[src/rtl/ifu_prefetch_if.sv]
// Fetch-unit bus bundle: instruction-memory request/response, redirect, and decode handoff.
// master = fetch unit, slave = memory/decode side.
interface ifu_prefetch_if #(
    parameter int ADDR_WIDTH = 32,
    parameter int DATA_WIDTH = 32
);
    logic                  imem_req_valid;
    logic                  imem_req_ready;
    logic [ADDR_WIDTH-1:0] imem_req_addr;
    logic                  imem_rsp_valid;
    logic [DATA_WIDTH-1:0] imem_rsp_data;
    logic                  redirect_valid;
    logic [ADDR_WIDTH-1:0] redirect_pc;
    logic                  inst_valid;
    logic                  inst_ready;
    logic [DATA_WIDTH-1:0] inst_data;
    logic [ADDR_WIDTH-1:0] inst_pc;

    modport master (
        output imem_req_valid, imem_req_addr, inst_valid, inst_data, inst_pc,
        input  imem_req_ready, imem_rsp_valid, imem_rsp_data, redirect_valid, redirect_pc, inst_ready
    );
    modport slave (
        input  imem_req_valid, imem_req_addr, inst_valid, inst_data, inst_pc,
        output imem_req_ready, imem_rsp_valid, imem_rsp_data, redirect_valid, redirect_pc, inst_ready
    );
endinterface

[src/rtl/ifu_prefetch.sv]
// Instruction fetch unit: owns the PC, issues in-order fetches, queues returned words with their
// PCs and hands them to decode. Redirect flushes the queue and discards in-flight responses.
module ifu_prefetch #(
    parameter int                    ADDR_WIDTH   = 32,
    parameter int                    DATA_WIDTH   = 32,
    parameter int                    FIFO_DEPTH   = 4,
    parameter logic [ADDR_WIDTH-1:0] RESET_VECTOR = '0
) (
    input  logic          clock,
    input  logic          reset_n,
    ifu_prefetch_if.master bus
);
    localparam int               PTR_W   = $clog2(FIFO_DEPTH);
    localparam int               CNT_W   = $clog2(FIFO_DEPTH + 1);
    localparam logic [CNT_W:0]   DEPTH_C = (CNT_W + 1)'(FIFO_DEPTH);

    logic [ADDR_WIDTH-1:0] fetch_pc, rsp_pc, redirect_base;
    logic [DATA_WIDTH-1:0] q_data [FIFO_DEPTH];
    logic [ADDR_WIDTH-1:0] q_pc   [FIFO_DEPTH];
    logic [PTR_W-1:0]      rd_ptr, wr_ptr;
    logic [CNT_W-1:0]      q_count, outstanding, drop_cnt;
    logic [CNT_W:0]        reserved;
    logic                  running, head_valid;
    logic                  redirect, req_valid, req_fire, rsp_take, push, pop;
    logic                  redirect_pc_unused;

    // Low address bits of a redirect target are forced to zero and never read.
    assign redirect_pc_unused = ^bus.redirect_pc[1:0];
    assign redirect_base      = {bus.redirect_pc[ADDR_WIDTH-1:2], 2'b00};
    assign redirect           = bus.redirect_valid;

    // Queue slots are reserved at request time, so a response always has room.
    assign reserved  = {1'b0, q_count} + {1'b0, outstanding};
    assign req_valid = running && !redirect && (reserved < DEPTH_C);
    assign req_fire  = req_valid && bus.imem_req_ready;
    assign rsp_take  = bus.imem_rsp_valid && (outstanding != '0);
    assign push      = !redirect && rsp_take && (drop_cnt == '0);
    assign head_valid = (q_count != '0);
    assign pop       = head_valid && bus.inst_ready;

    assign bus.imem_req_valid = req_valid;
    assign bus.imem_req_addr  = fetch_pc;
    assign bus.inst_valid     = head_valid;
    assign bus.inst_data      = head_valid ? q_data[rd_ptr] : '0;
    assign bus.inst_pc        = head_valid ? q_pc[rd_ptr]   : '0;

    // running holds off the first request until the edge after reset release.
    always_ff @(posedge clock or negedge reset_n) begin
        if (!reset_n) begin
            running     <= 1'b0;
            fetch_pc    <= RESET_VECTOR;
            rsp_pc      <= RESET_VECTOR;
            rd_ptr      <= '0;
            wr_ptr      <= '0;
            q_count     <= '0;
            outstanding <= '0;
            drop_cnt    <= '0;
        end else begin
            running <= 1'b1;
            if (redirect) begin
                fetch_pc    <= redirect_base;
                rsp_pc      <= redirect_base;
                rd_ptr      <= '0;
                wr_ptr      <= '0;
                q_count     <= '0;
                outstanding <= outstanding - CNT_W'(rsp_take);
                drop_cnt    <= outstanding - CNT_W'(rsp_take);
            end else begin
                if (req_fire)
                    fetch_pc <= fetch_pc + ADDR_WIDTH'(4);
                outstanding <= outstanding + CNT_W'(req_fire) - CNT_W'(rsp_take);
                if (rsp_take && (drop_cnt != '0))
                    drop_cnt <= drop_cnt - CNT_W'(1);
                if (push) begin
                    rsp_pc <= rsp_pc + ADDR_WIDTH'(4);
                    wr_ptr <= wr_ptr + PTR_W'(1);
                end
                if (pop)
                    rd_ptr <= rd_ptr + PTR_W'(1);
                q_count <= q_count + CNT_W'(push) - CNT_W'(pop);
            end
        end
    end

    always_ff @(posedge clock) begin
        if (push) begin
            q_data[wr_ptr] <= bus.imem_rsp_data;
            q_pc[wr_ptr]   <= rsp_pc;
        end
    end
endmodule
[src/flat_wrapper.sv]
// flat-port wrapper written by rule: the top's interface ports become plain ports
module ifu_prefetch_flat 
#(
    parameter int                    ADDR_WIDTH   = 32,
    parameter int                    DATA_WIDTH   = 32,
    parameter int                    FIFO_DEPTH   = 4,
    parameter logic [ADDR_WIDTH-1:0] RESET_VECTOR = '0
)
  (clock, reset_n, bus_imem_req_valid, bus_imem_req_addr, bus_inst_valid, bus_inst_data, bus_inst_pc, bus_imem_req_ready, bus_imem_rsp_valid, bus_imem_rsp_data, bus_redirect_valid, bus_redirect_pc, bus_inst_ready);
  ifu_prefetch_if #(.ADDR_WIDTH(ADDR_WIDTH), .DATA_WIDTH(DATA_WIDTH)) bus_i ();
  input  logic clock;
  input  logic reset_n;
  output wire logic [$bits(bus_i.imem_req_valid)-1:0] bus_imem_req_valid;
  output wire logic [$bits(bus_i.imem_req_addr)-1:0] bus_imem_req_addr;
  output wire logic [$bits(bus_i.inst_valid)-1:0] bus_inst_valid;
  output wire logic [$bits(bus_i.inst_data)-1:0] bus_inst_data;
  output wire logic [$bits(bus_i.inst_pc)-1:0] bus_inst_pc;
  input wire logic [$bits(bus_i.imem_req_ready)-1:0] bus_imem_req_ready;
  input wire logic [$bits(bus_i.imem_rsp_valid)-1:0] bus_imem_rsp_valid;
  input wire logic [$bits(bus_i.imem_rsp_data)-1:0] bus_imem_rsp_data;
  input wire logic [$bits(bus_i.redirect_valid)-1:0] bus_redirect_valid;
  input wire logic [$bits(bus_i.redirect_pc)-1:0] bus_redirect_pc;
  input wire logic [$bits(bus_i.inst_ready)-1:0] bus_inst_ready;
  assign bus_imem_req_valid = bus_i.imem_req_valid;
  assign bus_imem_req_addr = bus_i.imem_req_addr;
  assign bus_inst_valid = bus_i.inst_valid;
  assign bus_inst_data = bus_i.inst_data;
  assign bus_inst_pc = bus_i.inst_pc;
  assign bus_i.imem_req_ready = bus_imem_req_ready;
  assign bus_i.imem_rsp_valid = bus_imem_rsp_valid;
  assign bus_i.imem_rsp_data = bus_imem_rsp_data;
  assign bus_i.redirect_valid = bus_redirect_valid;
  assign bus_i.redirect_pc = bus_redirect_pc;
  assign bus_i.inst_ready = bus_inst_ready;
  ifu_prefetch #(.ADDR_WIDTH(ADDR_WIDTH), .DATA_WIDTH(DATA_WIDTH), .FIFO_DEPTH(FIFO_DEPTH), .RESET_VECTOR(RESET_VECTOR)) u_core (.clock(clock), .reset_n(reset_n), .bus(bus_i));
endmodule
[config.mk]
export PLATFORM = sky130hd
export DESIGN_NAME = ifu_prefetch_flat
export DESIGN_NICKNAME = d
export VERILOG_FILES = /design/src/rtl/ifu_prefetch_if.sv /design/src/rtl/ifu_prefetch.sv /design/src/flat_wrapper.sv
export SDC_FILE = /design/constraint.sdc
export NUM_CORES = 1
export LEC_CHECK = 0
export ABC_CLOCK_PERIOD_IN_PS = 7960
export CORE_MARGIN = 2
export CORE_UTILIZATION = 45
export CTS_CLUSTER_SIZE = 20
export DETAILED_ROUTE_END_ITERATION = 10
export HOLD_SLACK_MARGIN = 0.12
export PLACE_DENSITY_LB_ADDON = 0.25
export SLEW_MARGIN = 30
export SYNTH_ARGS = -nofsm -noshare
export SYNTH_HDL_FRONTEND = slang
export SYNTH_SLANG_ARGS = --single-unit
[constraint.sdc]
create_clock -name clock -period 7.96 [get_ports clock]
set_clock_uncertainty 0.1 [all_clocks]
set_input_delay 2.388 -clock clock [delete_from_list [all_inputs] [get_ports clock]]
set_output_delay 2.388 -clock clock [all_outputs]
set_load 0.05 [all_outputs]
==> flow_results.xml <==
<?xml version="1.0" encoding="UTF-8"?>
<metrics>
  <group name="floorplan">
    <metric name="design.die.area" unit="sq um">31800</metric>
    <metric name="core_region_area" unit="sq um">29800</metric>
    <metric name="initial_core_util" unit="%">45.8</metric>
    <metric name="placementRows" unit="">63</metric>
    <metric name="io_pins" unit="">168</metric>
    <metric name="die_h" unit="um">178</metric>
    <metric name="die-width" unit="um">178</metric>
  </group>
  <group name="power">
    <metric name="pwr_density_cell" unit="nW/um^2">317</metric>
    <metric name="seq_power_share" unit="%">38.6</metric>
    <metric name="switching_power" unit="mW">1.81</metric>
    <metric name="power.static_leakage" unit="nW">5.76</metric>
    <metric name="share_comb_of_total_power" unit="%">33.1</metric>
    <metric name="sw_frac_of_total" unit="%">34.0</metric>
    <metric name="clkPwrFrac" unit="%">28.4</metric>
    <metric name="irDropWorstVdd" unit="uV">154</metric>
    <metric name="cellInternalPower" unit="mW">3.51</metric>
  </group>
  <group name="yosys">
    <metric name="yosys.cell_types.count" unit="">45</metric>
    <metric name="yosys_register_bits" unit="">322</metric>
    <metric name="synth_area_per_inst" unit="sq um">15.6</metric>
    <metric name="synth_enable_flop_cells" unit="">248</metric>
    <metric name="post_synth_design_cell_area" unit="sq um">13700</metric>
    <metric name="ys_seq_area_share" unit="%">68.1</metric>
    <metric name="yosys_warnings" unit="">0</metric>
    <metric name="synth-main-ff-cell" unit="">sky130_fd_sc_hd__edfxtp_1</metric>
    <metric name="synth_async_sr_flop_share" unit="%">23.0</metric>
    <metric name="syn_inst" unit="">874</metric>
  </group>
  <group name="setup_path">
    <metric name="crit_path_end" unit="">bus_imem_req_valid</metric>
    <metric name="critPathMaxFanout" unit="">5</metric>
    <metric name="crit_path_end_kind" unit="">output port</metric>
    <metric name="reg2reg_setup_slack" unit="ns">4.89</metric>
    <metric name="cp-startpoint" unit="">bus_redirect_valid</metric>
    <metric name="kind_of_launch_point_of_the_worst_setup_path" unit="">input pin</metric>
    <metric name="worstPathArrival" unit="ns">3.76</metric>
    <metric name="setup_cp_type" unit="">input pin to output port</metric>
    <metric name="rr_endpoint" unit="">u_core.outstanding[2]</metric>
    <metric name="worst-r2r-cell-count" unit="">10</metric>
    <metric name="rr_startpoint" unit="">u_core.q_count[1]</metric>
    <metric name="required" unit="ns">5.47</metric>
  </group>
  <group name="timing">
    <metric name="slew_headroom" unit="%">46.9</metric>
    <metric name="final-max-slew-violation-count" unit="">0</metric>
    <metric name="hold_viol_final" unit="">0</metric>
    <metric name="tightestPinTransition" unit="ns">0.796</metric>
    <metric name="timing.final.crit_period" unit="ns">6.25</metric>
    <metric name="period_share" unit="%">78.5</metric>
    <metric name="setup_violations" unit="">0</metric>
    <metric name="setup_tns" unit="ns">0</metric>
    <metric name="grt_setup_unrepaired" unit="">false</metric>
    <metric name="clock.fmax" unit="MHz">160</metric>
  </group>
  <group name="final_layout">
    <metric name="post_route_cells_drive_above_1_share" unit="%">13.8</metric>
    <metric name="antenna_cells" unit="">0</metric>
    <metric name="area_delta_synth_final" unit="%">23.2</metric>
    <metric name="finalNetCount" unit="">1127</metric>
    <metric name="post-route-cell-area" unit="sq um">16800</metric>
    <metric name="n_fill_cell" unit="">2340</metric>
    <metric name="finish.utilization" unit="%">56.5</metric>
  </group>
  <group name="drt">
    <metric name="detail_route.drc_violations" unit="">0</metric>
    <metric name="final_routed_wirelength" unit="mm">28.1</metric>
    <metric name="route.detailed.vias_per_inst" unit="">5.46</metric>
    <metric name="vias" unit="">7928</metric>
    <metric name="route.antenna.remaining_nets" unit="">0</metric>
    <metric name="routed_wire_length_per_instance" unit="um">19.4</metric>
    <metric name="drt-pass1-iter-count" unit="">5</metric>
    <metric name="drt-initial-drc-count" unit="">437</metric>
  </group>
  <group name="grt">
    <metric name="track_usage" unit="%">18.2</metric>
    <metric name="first_global_vias" unit="">8140</metric>
    <metric name="antenna_found_initial" unit="">0</metric>
    <metric name="largest_net_degree_at_the_start_of_global_routing" unit="">72</metric>
    <metric name="global_route.overflow_total" unit="">0</metric>
    <metric name="grt_pass1_wl" unit="mm">44.5</metric>
  </group>
  <group name="place">
    <metric name="port-buffer-count" unit="">161</metric>
    <metric name="placedInstanceArea" unit="sq um">15600</metric>
    <metric name="dp.final_hpwl" unit="mm">17.3</metric>
    <metric name="globalplace.congestion" unit="">0.864</metric>
  </group>
  <group name="clocking">
    <metric name="cts_buffers" unit="">35</metric>
    <metric name="cts-root-to-sink-buffers" unit="">3</metric>
    <metric name="cts_tree" unit="">yes</metric>
    <metric name="clock_insertion_delay_worst_skew" unit="ns">0.50</metric>
    <metric name="clk_root_buffer_cell" unit="">sky130_fd_sc_hd__clkbuf_16</metric>
    <metric name="ctsHtreeMaxLevel" unit="">2</metric>
    <metric name="post_cts_resized" unit="">0</metric>
    <metric name="clk_pin_slew" unit="ns">0.05</metric>
    <metric name="clock_net_sink_count" unit="">322</metric>
    <metric name="cts.hold.buffers_added" unit="">0</metric>
    <metric name="number_of_setup_buffers_added_after_cts" unit="">0</metric>
  </group>
  <group name="min_path">
    <metric name="hp-class" unit="">flip-flop to flip-flop</metric>
    <metric name="holdPathStages" unit="">1</metric>
  </group>
  <group name="outcome">
    <metric name="run_status" unit="">complete, no violations</metric>
  </group>
  <group name="flow_run">
    <metric name="maxCapViolations" unit="">0</metric>
  </group>
</metrics>
==> power by group through the flow <==
stage / clock [mW] / sequential [mW] / combinational (mW)
floorplan: 0 / 2.10 / 1.19
global placement: 0 / 2.13 / 1.71
detailed placement: 0 / 2.13 / 1.72
CTS: 1.55 / 2.10 / 1.73
global route: 1.61 / 2.08 / 1.88
finish: 1.51 / 2.06 / 1.76
==> layout make-up <==
class	instances	area, sq um	share of cell area (%)
flip-flops and latches	322	9310	55.3
multi-input cells	476	4080	24.2
repair buffers	173	1770	10.5
clock buffers	46	970	5.76
well taps	390	488	2.90
inverters	31	116	0.692
clock inverters	13	103	0.610
==> critical path: stages <==
cell                              delay, ns
sky130_fd_sc_hd__buf_2                 0.14
sky130_fd_sc_hd__nor3_1                0.23
sky130_fd_sc_hd__and3_1                0.19
sky130_fd_sc_hd__clkdlybuf4s50_1       0.81
==> layout by cell type (no fill, tap or decap), drive strengths merged, types with 3 or more instances in the layout <==
master,n
nor4,5
xor2,28
nand2b,3
o21ai,39
o311ai,4
edfxtp,248
dfrtp,74
and3,11
nor2,24
a21boi,3
inv,32
a31oi,3
nand3,33
ha,16
nand2,50
nor3,11
clkdlybuf4s50,159
o31a,6
xnor2,16
o31ai,3
buf,14
mux2,8
and4,6
o211ai,11
clkbuf,46
mux4,62
conb,5
or4,7
and2,70
nor2b,3
a21oi,10
clkinv,10
nand4,23
==> stage by stage <==
stage,std cells,power [mW],setup WS (ns),hold WS [ns]
final,1451,5.33,1.71,0.448
after floorplan,877,3.29,2.40,0.376
after global placement,1387,3.84,1.69,0.438
after global routing,1451,5.57,1.60,0.469
after detailed placement,1387,3.86,1.70,0.444
after CTS,1446,5.37,1.70,0.449
==> flip-flops by register name, indices dropped and copies added, names as in the netlist <==
register,cells
u_core.drop_cnt,3
u_core.bus.imem_req_addr,30
u_core.wr_ptr,2
u_core.q_data,128
u_core.outstanding,3
u_core.rd_ptr,2
u_core.q_count,3
u_core.q_pc,120
u_core.running,1
u_core.rsp_pc,30
==> worst min path at each step <==
stage,startpoint,end,slack [ns]
final,u_core.outstanding[2],u_core.outstanding[2],0.45
after global routing,u_core.outstanding[2],u_core.outstanding[2],0.47
after CTS,u_core.outstanding[2],u_core.outstanding[2],0.45
after detailed placement,u_core.outstanding[2],u_core.outstanding[2],0.44
after global placement,u_core.outstanding[2],u_core.outstanding[2],0.44
after floorplan,u_core.rsp_pc[30],u_core.q_pc[0][30],0.38
==> per-layer routing <==
layer | track usage, % | routed length, um | vias up
li1 | - | - | 3640
met1 | 25.9 | 12800 | 3964
met2 | 29.1 | 13300 | 285
met3 | 3.37 | 1580 | 39
met4 | 4.57 | 487 | 0
met5 | 0 | 0 | -
==> cell usage after synthesis, drive strengths merged (11+ instances only) <==
master  number  area (sq um)
clkbuf      34           128
inv         31           116
nor3        11          55.1
dfrtp       74          1850
nand3       33           170
o211ai      11          82.6
and2        70           438
xor2        28           245
nor2        24          90.1
o21ai       39           195
and3        11          68.8
mux4        62          1400
nand2       50           188
buf         14          67.6
xnor2       16           140
edfxtp     248          7450
ha          16           200
nand4       23           144
==> kinds of logic after synthesis <==
logic type	share of synthesized area, %
DFF	68.1
and+or+nand+nor	10.1
AOI/OAI and AO/OA	3.83
buffers and inverters	2.28
muxes	11.0
xor gates and xnor gates	2.82
adders and majority gates	1.76
other	0.0550
(Power assumes the default switching activity.)
